==> config.mk <==
export PLATFORM = sky130hd
export DESIGN_NAME = hh_neuron_scheduler
export DESIGN_NICKNAME = d
export VERILOG_FILES = /design/src/rtl/hh_neuron_scheduler_pkg.sv /design/src/rtl/hh_neuron_scheduler_update.sv /design/src/rtl/hh_neuron_scheduler.sv
export SDC_FILE = /design/constraint.sdc
export NUM_CORES = 1
export LEC_CHECK = 0
export BUFFER_PORTS_ARGS = -buffer_cell sky130_fd_sc_hd__buf_4
export CORE_MARGIN = 1.5
export CORE_UTILIZATION = 65
export CTS_CLUSTER_DIAMETER = 50
export DETAILED_ROUTE_END_ITERATION = 7
export PLACE_DENSITY_LB_ADDON = 0.2
export SLEW_MARGIN = 0
export SYNTH_ARGS = -nofsm -noshare
export SYNTH_HDL_FRONTEND = slang
export SYNTH_HIERARCHICAL = 1
export SYNTH_SLANG_ARGS = --single-unit
export TNS_END_PERCENT = 10
==> constraint.sdc <==
create_clock -name clk -period 10.09 [get_ports clk]
set_clock_uncertainty 0.1 [all_clocks]
set_input_delay 2.018 -clock clk [delete_from_list [all_inputs] [get_ports clk]]
set_output_delay 2.018 -clock clk [all_outputs]
set_load 0.05 [all_outputs]
==> src/rtl/hh_neuron_scheduler_pkg.sv <==
// hh_neuron_scheduler_pkg: shared FSM state type, config address map and default sizes
// Contents:
//   state_t          - scheduler FSM states
//   CFG_ADDR_THRESH  - cfg_addr value that targets the threshold register
//   DW_DEF           - default membrane/stimulus width
//   N_NEURONS_DEF    - default number of time-multiplexed neurons
package hh_neuron_scheduler_pkg;
    typedef enum logic [1:0] {
        S_IDLE = 2'd0,
        S_RUN  = 2'd1,
        S_EMIT = 2'd2,
        S_DONE = 2'd3
    } state_t;
    localparam logic [2:0] CFG_ADDR_THRESH = 3'd4;
    localparam int DW_DEF        = 8;
    localparam int N_NEURONS_DEF = 4;
endpackage

==> src/rtl/hh_neuron_scheduler_update.sv <==
// hh_update: combinational leaky-integrate membrane update shared by all neurons
// Ports:
//   i_v       - current membrane value
//   i_stim    - stimulus of the neuron being updated
//   i_thresh  - spike threshold
//   o_v_store - value to write back (0 after a spike)
//   o_spike   - saturated next value reached the threshold
module hh_update
    import hh_neuron_scheduler_pkg::*;
#(
    parameter int DW = DW_DEF
) (
    input  logic [DW-1:0] i_v,
    input  logic [DW-1:0] i_stim,
    input  logic [DW-1:0] i_thresh,
    output logic [DW-1:0] o_v_store,
    output logic          o_spike
);
    logic [DW+1:0] w_sum;
    logic [DW-1:0] w_v_next;
    // v - v/8 never goes negative, so two guard bits cover the carry of the stimulus term
    assign w_sum     = {2'b00, i_v} + {4'b0000, i_stim[DW-1:2]} - {5'b00000, i_v[DW-1:3]};
    assign w_v_next  = |w_sum[DW+1:DW] ? {DW{1'b1}} : w_sum[DW-1:0];
    assign o_spike   = w_v_next >= i_thresh;
    assign o_v_store = o_spike ? '0 : w_v_next;
endmodule

==> src/rtl/hh_neuron_scheduler.sv <==
// hh_neuron_scheduler: time-multiplexed neuron sweep scheduler with spike handshake
// Ports:
//   clk, rst_n         - clock, synchronous active-low reset
//   i_tick             - pulse requesting a sweep over all neurons
//   i_cfg_we/addr/data - config write: addr 0..N-1 = stim[i], addr 4 = threshold
//   i_rd_addr/o_rd_data- combinational membrane readback
//   o_spike_valid/id   - spike event, held until i_spike_ready
//   o_busy             - sweep in progress
//   o_sweep_done       - one-cycle pulse at sweep end
//   o_tick_missed      - sticky flag: a tick arrived with one already pending
module hh_neuron_scheduler
    import hh_neuron_scheduler_pkg::*;
#(
    parameter int N_NEURONS  = N_NEURONS_DEF,
    parameter int DW         = DW_DEF,
    parameter int THRESH_RST = 150,
    localparam int IW        = (N_NEURONS > 1) ? $clog2(N_NEURONS) : 1
) (
    input  logic          clk,
    input  logic          rst_n,
    input  logic          i_tick,
    input  logic          i_cfg_we,
    input  logic [2:0]    i_cfg_addr,
    input  logic [DW-1:0] i_cfg_data,
    input  logic [IW-1:0] i_rd_addr,
    output logic [DW-1:0] o_rd_data,
    output logic          o_spike_valid,
    input  logic          i_spike_ready,
    output logic [IW-1:0] o_spike_id,
    output logic          o_busy,
    output logic          o_sweep_done,
    output logic          o_tick_missed
);
    state_t        r_state;
    logic [IW-1:0] r_idx;
    logic          r_pend;
    logic          r_missed;
    logic [DW-1:0] r_thr;
    logic [DW-1:0] r_v    [N_NEURONS];
    logic [DW-1:0] r_stim [N_NEURONS];
    logic [DW-1:0] w_v_store;
    logic          w_spike;
    logic          w_last;

    hh_update #(.DW(DW)) u_update (
        .i_v       (r_v[r_idx]),
        .i_stim    (r_stim[r_idx]),
        .i_thresh  (r_thr),
        .o_v_store (w_v_store),
        .o_spike   (w_spike)
    );

    assign w_last        = r_idx == IW'(N_NEURONS - 1);
    assign o_busy        = r_state != S_IDLE;
    assign o_spike_valid = r_state == S_EMIT;
    assign o_sweep_done  = r_state == S_DONE;
    assign o_spike_id    = r_idx;
    assign o_tick_missed = r_missed;
    assign o_rd_data     = r_v[i_rd_addr];

    always_ff @(posedge clk) begin
        if (!rst_n) begin
            r_state  <= S_IDLE;
            r_idx    <= '0;
            r_pend   <= 1'b0;
            r_missed <= 1'b0;
            r_thr    <= DW'(THRESH_RST);
            for (int i = 0; i < N_NEURONS; i++) begin
                r_v[i]    <= '0;
                r_stim[i] <= '0;
            end
        end else begin
            if (i_cfg_we && i_cfg_addr == CFG_ADDR_THRESH)
                r_thr <= i_cfg_data;
            for (int i = 0; i < N_NEURONS; i++) begin
                if (i_cfg_we && i_cfg_addr == 3'(i) && i != int'(CFG_ADDR_THRESH))
                    r_stim[i] <= i_cfg_data;
                if (r_state == S_RUN && r_idx == IW'(i))
                    r_v[i] <= w_v_store;
            end
            if (i_tick && o_busy) begin
                r_pend <= 1'b1;
                if (r_pend)
                    r_missed <= 1'b1;
            end
            case (r_state)
                S_IDLE: begin
                    // pend can only be set here by a tick that landed on the DONE cycle
                    if (i_tick || r_pend) begin
                        r_state <= S_RUN;
                        r_idx   <= '0;
                        r_pend  <= 1'b0;
                    end
                end
                S_RUN: begin
                    if (w_spike)
                        r_state <= S_EMIT;
                    else if (w_last)
                        r_state <= S_DONE;
                    else
                        r_idx <= r_idx + IW'(1);
                end
                S_EMIT: begin
                    if (i_spike_ready) begin
                        if (w_last)
                            r_state <= S_DONE;
                        else begin
                            r_state <= S_RUN;
                            r_idx   <= r_idx + IW'(1);
                        end
                    end
                end
                S_DONE: begin
                    // the pending request is consumed; a tick on this cycle becomes the new one
                    r_state <= r_pend ? S_RUN : S_IDLE;
                    r_idx   <= '0;
                    r_pend  <= i_tick;
                end
            endcase
        end
    end
endmodule

After elaboration in Yosys (flattened, before gate mapping)
Memories as Yosys holds them, arrays and structs flattened. A register that Yosys moved wholly into a read port is not among the register bits.
Index checks and enable logic that the tools add are counted.
{"block": "totals", "input_bits": 18, "memories": 2, "output_inout_bits": 14, "regBits": 14, "elab_cells": 106, "mem_bits_rw": 64}
{"memory": "r_stim", "depth": 4, "width": 8, "rd": 1, "rd_clocked_by_memory_dff": 1, "wr": 4, "line": "hh_neuron_scheduler.sv:40", "text": "logic [DW-1:0] r_stim [N_NEURONS];"}
{"memory": "r_v", "depth": 4, "width": 8, "rd": 2, "rd_clocked_by_memory_dff": 1, "wr": 4, "line": "hh_neuron_scheduler.sv:39", "text": "logic [DW-1:0] r_v [N_NEURONS];"}
{"block": "op_classes", "mux": 54, "n_eq_ne": 14, "n_addsub": 3, "reduce_logical": 19, "n_lt_le_gt_ge": 1, "bitwise_logic": 8}
{"op": "$mux 8", "count": 10}
{"op": "$mux 1", "count": 28}
{"op": "$mux 2", "count": 13}
{"op": "$pmux 2 s4", "count": 2}
{"op": "$logic_and 1x1->1", "count": 10}
{"op": "$sub 10x5->10", "count": 1}
{"op": "$add 8x6->9", "count": 1}
{"op": "$eq 2x2->1 const B", "count": 4}
{"op": "$ge 8x8->1", "count": 1}
{"op": "$or 1x1->1", "count": 8}
{"op": "$eq 3x2->1 const B", "count": 2}
{"op": "$reduce_and 3->1", "count": 2}
{"op": "$eq 2x1->1 const B", "count": 2}
{"op": "$logic_not 2->1", "count": 2}
{"op": "$ne 2x2->1 const B", "count": 2}
{"op": "$eq 3x1->1 const B", "count": 1}
{"op": "$eq 3x3->1 const B", "count": 1}
{"op": "$logic_not 3->1", "count": 1}
{"op": "$ne 3x2->1 const B", "count": 1}
{"op": "$add 2x1->2 const B", "count": 1}
{"op": "$ne 2x1->1 const B", "count": 1}
{"op": "$pmux 1 s2", "count": 1}
{"op": "$reduce_and 2->1", "count": 1}
{"op": "$reduce_bool 2->1", "count": 1}
{"op": "other kinds (2)", "count": 2}

Longest topological paths before layout
{"block": "depth", "ltp_word": 9, "depth_mapped": 26, "ltp_nobuf": 24}

Cells and area by module
Netlist, hierarchy kept.
{"mod": "hh_neuron_scheduler", "area_per_inst_um2": 3729.8, "seq_area_each_um2": 2242.2, "instances": 1, "cells_each": 265}
{"mod": "hh_update", "area_per_inst_um2": 973.4, "seq_area_each_um2": 0.0, "instances": 1, "cells_each": 134}

Worst setup path before layout
Ideal clock, no wire load.
{"block": "synth_path", "kind": "flip-flop to flip-flop", "startpoint": "reg with a tool-made name", "endpoint": "reg r_state[1]", "stages_incl_launch_ff": 26, "arrival_ps": 5213, "setup_slack_ps": 4703, "path_buffers": 2, "required_ps": 9916, "period_less_slack_ps": 5387, "setup_ps": 74, "cell_sequence": "dfxtp_1 buf_2 buf_4 mux4_2 ha_1 inv_1 fa_1 inv_1 ha_1 nor2b_1 o21a_1 o21ai_0 a21oi_1 o41ai_4 nor2_1 ha_1 nand2b_1 a21o_1 a21o_1 a211oi_1 o21a_1 nor2_1 nand2b_1 a21oi_1 or4_1 a31oi_1"}
{"element": "end signal, assigned", "line": "hh_neuron_scheduler.sv:115", "text": "r_state <= r_pend ? S_RUN : S_IDLE;"}
{"element": "end, declared", "line": "hh_neuron_scheduler.sv:34", "text": "state_t r_state;"}

==> flow_summary_export.csv <==
group,metric,value,unit
status,violations,"DRC",
hold_path,hold_depth,2,
clocking,numCtsBuffers,9,
floorplanning,rows,29,
placement,place_congestion,0.906,
sta,hold_violations,0,
sta,finalCritPeriodShare,62.7,%
detailed_routing,viasPerCell,6.12,
critical_path,worstPathMaxFanout,14,
clocking,cts_tree,"done",
critical_path,required,10.26,ns
sta,finalCriticalPeriod,6.33,ns
grt,track_usage,27.4,%
grt,grt_pass1_wl,14900,um
sta,whs,0.361,ns
critical_path,crit_type,"flop to flop",
placement,dpl.hpwl,6900,um
detailed_routing,vias,3030,
floorplanning,core,6420,um^2
cells_and_area,final_area,4820,um^2
placement,dpl.cell_count,479,
detailed_routing,wire_per_inst,18.6,um
critical_path,cp_slowest_cell,"dfxtp_1",
sta,slew_headroom,34.5,%
detailed_routing,final_antenna_net_count,0,
critical_path,endpoint_kind,"flop",
synthesis,syn-cell-area,4370,um^2
clocking,insertion_delay,0.35,ns
hold_path,min_path_type,"flop to flop",
sta,fin_tns_setup,0,ns
critical_path,reg2reg_depth,23,
job,maxCapViolations,0,
sta,setup_viol,0,
status,status,"finished with violations",
detailed_routing,route.final.wire_length,9190,um
floorplanning,initial_core_util,68.0,%
cells_and_area,drive_gt1_share,20.6,%
hold_path,worst_hold_startpoint,"r_thr[3]$_SDFFE_PN0P_",
critical_path,worstPathCellList,"mux4_2, ha_1, inv_1, fa_1, inv_1, ha_1, nor2b_1, o21a_1, o21ai_0, a21oi_1, o41ai_4, nor2_1, ha_1, nand2b_1, a21o_1, a21o_1, a211oi_1, o21a_1, nor2_1, nand2b_1, a21oi_1, or4_1, a31oi_1",
placement,place_area,4660,um^2
cells_and_area,fillers,454,
floorplanning,pin_count,32,
cells_and_area,final_cell_mix,"and2_1 (56), edfxtp_1 (56), buf_4 (34)",
placement,io_buffer_count,31,
floorplanning,die_area,7220,um^2
sta,maxSlewViolCount,0,
detailed_routing,drc_errors,4,
clocking,cts_hold_buf,0,
detailed_routing,drtIter0Drc,300,
cells_and_area,diodes,0,
critical_path,ff2ff_setup_slack,3.76,ns
grt,grt_max_degree,15,
detailed_routing,firstDrtPassIters,7,
cells_and_area,nets,456,
critical_path,cpPeakStageDelay,0.97,ns
grt,grt_pass1_vias,3092,
synthesis,avgSynthCellArea,11.5,um^2
critical_path,critPathLaunchType,"flop",
sta,tightest_slew,0.981,ns
clocking,cts_buffer_depth,2,
sta,rsz0062_at_grt,"false",
clocking,cts_resized,0,
clocking,clkSinkCount,72,
sta,fmaxAchievable,158,MHz
synthesis,syn_nets,424,
critical_path,regToRegEndpoint,"r_state[1]$_SDFFE_PN0P_",
clocking,htreeDepth,3,
clocking,clk_pin_slew,0.07,ns
floorplanning,die_x,85.0,um
floorplanning,die_h,85.0,um
cells_and_area,area_growth,10.3,%
critical_path,path_common_cell,"ha_1",
grt,grt_antenna_before_repair,0,
grt,grt_overflow,0,
hold_path,hold_path_end,"r_thr[3]$_SDFFE_PN0P_",
cells_and_area,final_cells,495,
clocking,root_buffer,"clkbuf_8",
critical_path,cp.arrival,6.50,ns
synthesis,synth_cells,381,
clocking,post_cts_buffers,0,
synthesis,ys.warnings.count,6,
==> worst max-delay path: cells and delay by family (launching register included) <==
kind | cells | cell delay [ns]
DFF | 1 | 0.97
adders and majority gates | 4 | 1.16
muxes | 1 | 0.60
and+or+nand+nor | 6 | 1.40
AOI/OAI and AO/OA | 10 | 1.85
buffers and inverters | 2 | 0.17
==> worst max-delay path by stage <==
stage          from                 endpoint  slack (ns)  depth (start not counted)
2_1_floorplan  flop  r_state[1]$_SDFFE_PN0P_        4.73                         25
3_3_place_gp   flop  r_state[1]$_SDFFE_PN0P_        4.03                         23
3_5_place_dp   flop  r_state[1]$_SDFFE_PN0P_        3.78                         23
4_1_cts        flop  r_state[1]$_SDFFE_PN0P_        3.78                         23
5_1_grt        flop  r_state[1]$_SDFFE_PN0P_        3.39                         23
6_report       flop  r_state[1]$_SDFFE_PN0P_        3.76                         23
==> final cells by class <==
cell class	count	area, um^2	area share, %
Inverter	27	101	2.10
Timing Repair Buffer	34	255	5.30
Clock inverter	4	21.3	0.442
Tap cell	77	96.3	2.00
Multi-Input combinational cell	269	2200	45.8
Clock buffer	12	135	2.81
Sequential cell	72	2000	41.6
==> through the flow <==
| stage | util, % | setup WS (ns) |
|---|---|---|
| after floorplan | - | 4.73 |
| after global placement | 72.6 | 4.03 |
| after detailed placement | 72.6 | 3.78 |
| after CTS | 75.0 | 3.78 |
| after global routing | 75.0 | 3.39 |
| final | 75.0 | 3.76 |
==> flip-flops by register name (all words and copies together) (netlist names), named ones only <==
| name | count |
|---|---|
| r_pend | 1 |
| r_thr | 8 |
| r_state | 2 |
| r_v | 32 |
| o_spike_id | 2 |
| r_stim | 24 |
| o_tick_missed | 1 |
==> metal layers <==
metal | track usage (%) | up-vias | wire length, um
li1 | - | 1449 | -
met1 | 37.0 | 1455 | 4010
met2 | 43.8 | 111 | 4520
met3 | 5.35 | 15 | 503
met4 | 11.2 | 0 | 165
met5 | 0 | - | 0
Power is not shown: default switching activity piles up to over one toggle a cycle in this logic, so the estimate is an artifact.
